--- config.mk ---
export PLATFORM = sky130hd
export DESIGN_NAME = bp_cache_req_arbiter
export DESIGN_NICKNAME = d
export VERILOG_FILES = /design/src/rtl/bp_common_pkg.sv /design/src/rtl/bp_cache_req_arbiter.sv
export SDC_FILE = /design/constraint.sdc
export NUM_CORES = 1
export LEC_CHECK = 0
export CAP_MARGIN = 20
export CORE_UTILIZATION = 37
export CTS_CLUSTER_DIAMETER = 150
export DETAILED_ROUTE_END_ITERATION = 16
export HOLD_SLACK_MARGIN = 0.15
export PLACE_DENSITY = 0.89
export SYNTH_ARGS = -nofsm -noshare
export SYNTH_HDL_FRONTEND = slang
export SYNTH_SLANG_ARGS = --single-unit
--- constraint.sdc ---
create_clock -name clk_i -period 3.4 [get_ports clk_i]
set_input_delay 1.02 -clock clk_i [delete_from_list [all_inputs] [get_ports clk_i]]
set_output_delay 1.02 -clock clk_i [all_outputs]
set_load 0.1 [all_outputs]
--- src/rtl/bp_common_pkg.sv ---
// Shared types and helpers for the cache request arbiter.
package bp_common_pkg;

    localparam int unsigned num_cache_req_lp = 2;

    typedef enum logic [1:0] {
        e_arb_idle,
        e_arb_send,
        e_arb_meta,
        e_arb_busy
    } bp_cache_req_arb_state_e;

    // Single requester wins outright; on a tie (or no request) favour the one that did not go last.
    function automatic logic rr_pick(input logic [1:0] v, input logic last_owner);
        case (v)
            2'b01:   return 1'b0;
            2'b10:   return 1'b1;
            default: return ~last_owner;
        endcase
    endfunction

endpackage

--- src/rtl/bp_cache_req_arbiter.sv ---
// Arbitrates icache/dcache requests onto a single LCE request port,
// holding one outstanding request and forwarding its metadata exactly once.
module bp_cache_req_arbiter
    import bp_common_pkg::*;
#(
    parameter int unsigned req_width_p      = 64,
    parameter int unsigned metadata_width_p = 8
) (
    input  logic                                               clk_i,
    input  logic                                               reset_n_i,
    input  logic [num_cache_req_lp-1:0][req_width_p-1:0]      cache_req_i,
    input  logic [num_cache_req_lp-1:0]                        cache_req_v_i,
    output logic [num_cache_req_lp-1:0]                        cache_req_ready_o,
    input  logic [num_cache_req_lp-1:0][metadata_width_p-1:0] cache_req_metadata_i,
    input  logic [num_cache_req_lp-1:0]                        cache_req_metadata_v_i,
    output logic [num_cache_req_lp-1:0]                        cache_req_complete_o,
    output logic [req_width_p-1:0]                             cache_req_o,
    output logic                                               cache_req_v_o,
    input  logic                                               cache_req_ready_i,
    output logic [metadata_width_p-1:0]                        cache_req_metadata_o,
    output logic                                               cache_req_metadata_v_o,
    input  logic                                               cache_req_complete_i,
    output logic                                               owner_o
);

    bp_cache_req_arb_state_e r_state;
    logic [req_width_p-1:0]      r_req;
    logic [metadata_width_p-1:0] r_meta;
    logic                        r_owner;
    logic                        r_last_owner;
    logic                        r_captured;
    logic                        r_meta_v;

    logic w_idle;
    logic w_busy;
    logic w_sel;
    logic w_grant;
    logic w_meta_hit;
    logic w_have_meta;

    assign w_idle      = (r_state == e_arb_idle);
    assign w_busy      = (r_state == e_arb_busy);
    assign w_sel       = rr_pick(cache_req_v_i, r_last_owner);
    assign w_grant     = w_idle & cache_req_v_i[w_sel];
    assign w_meta_hit  = cache_req_metadata_v_i[r_owner];
    assign w_have_meta = r_captured | w_meta_hit;

    assign cache_req_ready_o      = w_idle ? {w_sel, ~w_sel} : 2'b00;
    assign cache_req_complete_o   = (w_busy & cache_req_complete_i) ? {r_owner, ~r_owner} : 2'b00;
    assign cache_req_v_o          = (r_state == e_arb_send);
    assign cache_req_o            = r_req;
    assign cache_req_metadata_o   = r_meta;
    assign cache_req_metadata_v_o = r_meta_v;
    assign owner_o                = r_owner;

    // Control FSM; metadata may arrive any time from the grant cycle until completion.
    always_ff @(posedge clk_i or negedge reset_n_i) begin
        if (!reset_n_i) begin
            r_state      <= e_arb_idle;
            r_owner      <= 1'b0;
            r_last_owner <= 1'b1;
            r_captured   <= 1'b0;
            r_meta_v     <= 1'b0;
        end else begin
            r_meta_v <= 1'b0;
            case (r_state)
                e_arb_idle: begin
                    if (w_grant) begin
                        r_owner    <= w_sel;
                        r_captured <= cache_req_metadata_v_i[w_sel];
                        r_state    <= e_arb_send;
                    end
                end
                e_arb_send: begin
                    if (w_meta_hit) begin
                        r_captured <= 1'b1;
                    end
                    if (cache_req_ready_i) begin
                        if (w_have_meta) begin
                            r_state  <= e_arb_busy;
                            r_meta_v <= 1'b1;
                        end else begin
                            r_state <= e_arb_meta;
                        end
                    end
                end
                e_arb_meta: begin
                    if (w_meta_hit) begin
                        r_captured <= 1'b1;
                        r_state    <= e_arb_busy;
                        r_meta_v   <= 1'b1;
                    end
                end
                e_arb_busy: begin
                    if (cache_req_complete_i) begin
                        r_last_owner <= r_owner;
                        r_captured   <= 1'b0;
                        r_state      <= e_arb_idle;
                    end
                end
                default: r_state <= e_arb_idle;
            endcase
        end
    end

    // Payload registers carry no reset; they are only meaningful behind a valid.
    always_ff @(posedge clk_i) begin
        if (w_grant) begin
            r_req <= cache_req_i[w_sel];
        end
        if (w_grant && cache_req_metadata_v_i[w_sel]) begin
            r_meta <= cache_req_metadata_i[w_sel];
        end else if (!w_idle && w_meta_hit) begin
            r_meta <= cache_req_metadata_i[r_owner];
        end
    end

    // A completion with nothing outstanding is dropped but flagged in simulation.
    always_ff @(posedge clk_i) begin
        if (reset_n_i) begin
            assert (!(cache_req_complete_i && !w_busy))
            else $warning("stray cache_req_complete_i outside BUSY ignored");
        end
    end

endmodule

# Word-level counts from Yosys, hierarchy flattened
# Index checks and enable logic that the tools add are counted.
[classes]
magnitude_cmp = 2
n_eq_ne = 10
muxes = 31
n_bitwise = 6
reduce_logical = 10
[ops]
columns = ["op", "n"]
rows = [
  ["64-bit two-way mux", 2],
  ["8-bit two-way mux", 6],
  ["1-bit two-way mux", 13],
  ["2-bit two-way mux", 6],
  ["2-bit case mux with 4 select lines", 1],
  ["2-bit == test (second input constant)", 3],
  ["2-bit by 1-bit != test with 1-bit output (second input constant)", 3],
  ["2-bit by 1-bit == test with 1-bit output (second input constant)", 2],
  ["1-bit by 2-bit < comparator with 1-bit output (second input constant)", 2],
  ["2-bit != test (second input constant)", 2],
  ["1-bit case mux with 2 select lines", 2],
  ["2-bit AND reduction", 2],
  ["4-bit AND reduction", 1],
  ["1-bit inverter", 3],
  ["1-bit case mux with 3 select lines", 1],
  ["3-bit AND reduction", 1],
  ["1-bit AND", 2],
  ["1-bit logical AND", 2],
  ["2-bit zero test", 1],
  ["2-bit nonzero test", 1],
  ["2-bit OR reduction", 1],
  ["1-bit zero test", 1],
  ["1-bit OR", 1],
]
[word_totals]
register_bits = 78
inputBits = 152
out_inout_bits = 79
wordCells = 66

# Logic depth before layout (Yosys ltp)
[logic_depth]
depth_word = 7
ltp_mapped = 9

# Least setup slack after synthesis
# OpenSTA, ideal clock, no wires.
[synth_timing]
kind = "input to output"
startpoint = "input cache_req_v_i[0]"
endpoint = "output cache_req_ready_o[1]"
arrival_ns = 3.323
t_required_ns = 2.380
setup_slack_ns = -0.943
cell_stages = 7
n_path_buf = 2
path_cell_list = "inv_1 > ha_1 > nor2b_1 > or2_2 > clkbuf_1 > buf_2 > nor2_1"
[synth_between]
elab_chain_len = 3
[synth_lines]
columns = ["element", "line_no", "source"]
rows = [
  ["start, declared", "bp_cache_req_arbiter.sv:12", "input logic [num_cache_req_lp-1:0] cache_req_v_i,"],
  ["2-bit == test / 2-bit by 1-bit == test with 1-bit output (equally long branches)", "bp_common_pkg.sv:15", "case (v)"],
  ["1-bit case mux with 2 select lines (*)", "bp_common_pkg.sv:15", ""],
  ["2-bit two-way mux (*)", "bp_cache_req_arbiter.sv:48", "assign cache_req_ready_o = w_idle ? {w_sel, ~w_sel} : 2'b00;"],
  ["end, declared", "bp_cache_req_arbiter.sv:13", "output logic [num_cache_req_lp-1:0] cache_req_ready_o,"],
]
# Every way passes the cells marked *; elsewhere a longest branch is shown, timed or not.

# Final worst setup path
[layout_timing]
startpoint = "input cache_req_v_i[1]"
endpoint = "output cache_req_ready_o[1]"
# Same word-level chain as after synthesis.

==> qor.yml <==
critical_path:
  cp-start-kind: "input pin"
  r2r-start: "r_state[0]$_DFFE_PN0P_"
  crit_start: "cache_req_v_i[1]"
  crit_type: "in -> out"
  crit_chain: "dlygate4sd2_1 > inv_1 > ha_4 > nor2b_4 > or2_4 > nor2_4 > buf_12"
  crit_required_ns: 2.38
  cpMaxStageDelayCell: "dlygate4sd2_1"
  critical_path.max_fanout: 2
  arrival_ns: 2.25
  cp.buffers_inverters: 3
  cp-endpoint: "cache_req_ready_o[1]"
  cpPeakStageDelay_ns: 0.25
  critical_path.top_delay_family: "buffers and inverters"
  r2r_end: "cache_req_metadata_o[3]$_DFFE_PP_"
  reg2reg_depth: 7
  cp-end-kind: "output port"
  cp.depth: 7
  r2r_setup_slack_ns: 1.22
clocking:
  cts_tree: "done"
  clk_latency_ns: 0.34
  clock_sinks: 78
  cts.repair.resized: 9
  clk_path_buf_depth: 2
  cts_hold_buffers: 0
  htree_levels: 3
  clkTransAtPathRegs_ns: 0.08
  cts_setup_buffers: 0
  cts_buffers: 9
  cts-root-buf: "clkbuf_8"
die:
  initial_utilization: 0.385
  ios: 231
  num_rows: 35
  die_h_um: 100
  core_area_um2: 9280
  die_w_um: 100
  die-area_um2: 10100
synth:
  async_reset_ff_frac: 0.0769
  synth_top_cell_by_area: "edfxtp_1"
  yosysMostFrequentCell: "nand2_1"
  netlist.area_leader.share: 0.605
  syn_avg_cell_area_um2: 10.4
  synthFlopType: "edfxtp_1"
  synth_area_um2: 3570
  ys_ff_latch: 78
  synth_nets: 502
  yosys_warnings: 0
  synth.top_cells.by_count: "194 x nand2_1, 72 x edfxtp_1, 9 x mux2_2"
  synth_area_leaders: "edfxtp_1 60%, nand2_1 20%, dfrtp_1 3.5%"
  yosysUniqueCellTypes: 35
  syn_inst: 344
  yosysSeqAreaShare: 0.647
  synth_edf_count: 72
drt:
  route.vias.total: 3231
  drtIter0Drc: 60
  wl_per_cell_um: 14.5
  viasPerCell: 4.53
  drt_pass1_iterations: 4
  wirelength_um: 10400
  drc: 0
  ant_nets: 0
cells_and_area:
  stdcell_area_um2: 6120
  nets: 737
  fill_cells: 751
  syn2layout_area_growth_pct: 71.1
  final_layout_size_suffix_gt1_frac: 0.212
  diodes: 0
  fin_cells: 713
  final_core_util: 0.659
sta:
  min_period_ns: 3.27
  tightest_slew_ns: 0.686
  rsz0062_at_grt: "no"
  hold_slack_ns: 0.515
  hold_violations: 0
  slew_violations: 0
  clock_skew_ns: 0.0102
  timing.final.crit_share: 0.963
  setup_violations: 0
  fmax_mhz: 305
  slew_headroom: 0.543
power:
  power.density_nw_per_um2: 945
  clockPowerShare: 0.113
  internal-power_w: 0.00264
  pwr-share-comb: 0.613
  swShare: 0.544
  finalPower_w: 0.00578
  leakage_nw: 2.66
  net-switching-power_w: 0.00314
  p_seq_frac: 0.274
  ir_drop_v: 0.000668
run:
  maxCapViolations: 0
global_route:
  gr-usage-all-layers: 0.204
  grt_max_degree: 67
  antenna_found_initial: 0
  grt_pass1_wl_um: 15400
  grt_pass1_vias: 3212
  grt_overflow: 0
placed_design:
  port_buffers: 230
  place_hpwl_um: 8010
  gp_congestion: 0.821
  placed_cells: 697
  placed_area_um2: 5910
min_path:
  hold_class: "reg -> reg"
  worstHoldStart: "r_last_owner$_DFFE_PN1P_"
outcome:
  status: "finished clean"
-- layout by cell type (no fill, tap or decap), drive strengths merged, types with 2 or more instances in the layout --
master         count
buf               89
dlygate4sd2        2
inv                6
nor2               5
clkdlybuf4s50    149
o21ai              4
nor2b              5
mux2              10
ha                 6
clkbuf            11
edfxtp            72
nand2            194
dfrtp              5
clkinv             4
-- layer usage --
metal,vias to the layer above,routed length [um],GRT usage
li1,1603,-,-
met1,1436,3910,0.218
met2,165,5260,0.367
met3,27,916,0.0627
met4,0,277,0.0959
met5,-,0,0
-- flip-flops by register name, indices dropped and copies added, names as in the netlist --
register	count
cache_req_o	64
cache_req_metadata_o	8
r_state	2
cache_req_metadata_v_o	1
owner_o	1
r_captured	1
r_last_owner	1
-- worst min-delay path by stage --
stage,cells after the start,end
2_1_floorplan,1,r_last_owner$_DFFE_PN1P_
3_3_place_gp,1,r_last_owner$_DFFE_PN1P_
3_5_place_dp,1,r_last_owner$_DFFE_PN1P_
4_1_cts,1,r_last_owner$_DFFE_PN1P_
5_1_grt,1,r_last_owner$_DFFE_PN1P_
6_report,1,r_last_owner$_DFFE_PN1P_
-- worst reg2reg max path: stages, from the launching register on --
cell and delay (ns):
dfrtp_1 0.42, inv_1 0.12, ha_1 0.29, nand2b_2 0.13
clkinv_2 0.10, o211ai_1 0.13, a32oi_4 0.35, mux2_2 0.39
-- metrics by stage --
step	setup TNS [ns]	worst slack, ns
3_3_place_gp	-0.274	-0.207
3_5_place_dp	-0.316	-0.221
4_1_cts	0	0.126
6_report	0	0.126
5_1_grt	0	0.0790
2_1_floorplan	-0.169	-0.169
-- logic make-up after synthesis --
kind of cell             Yosys count  share of synthesized area
AO/OA/AOI/OAI                     16                     0.0378
adder cells (fa/ha/maj)            6                     0.0210
buffers and inverters             23                     0.0294
flip-flops                        78                      0.647
multiplexers                      11                     0.0354
AND/OR/NAND/NOR                  210                      0.229
-- cell type report --
class	instances	area, um^2	area share
clock inverters	5	50.0	0.00818
inverters	7	27.5	0.00450
well taps	129	161	0.0264
flip-flops and latches	78	2310	0.378
repair buffers	240	2230	0.365
multi-input cells	243	1200	0.196
clock buffers	11	131	0.0215
-- power groups by stage --
stage	registers [W]	logic (W)	clock network [W]
after floorplan	0.00348	0.000810	0
after global placement	0.00159	0.00350	0
after detailed placement	0.00161	0.00355	0
after CTS	0.00159	0.00356	0.000677
after global routing	0.00161	0.00368	0.000714
final	0.00159	0.00354	0.000652
Note: power is estimated with default switching activity, not from simulation.
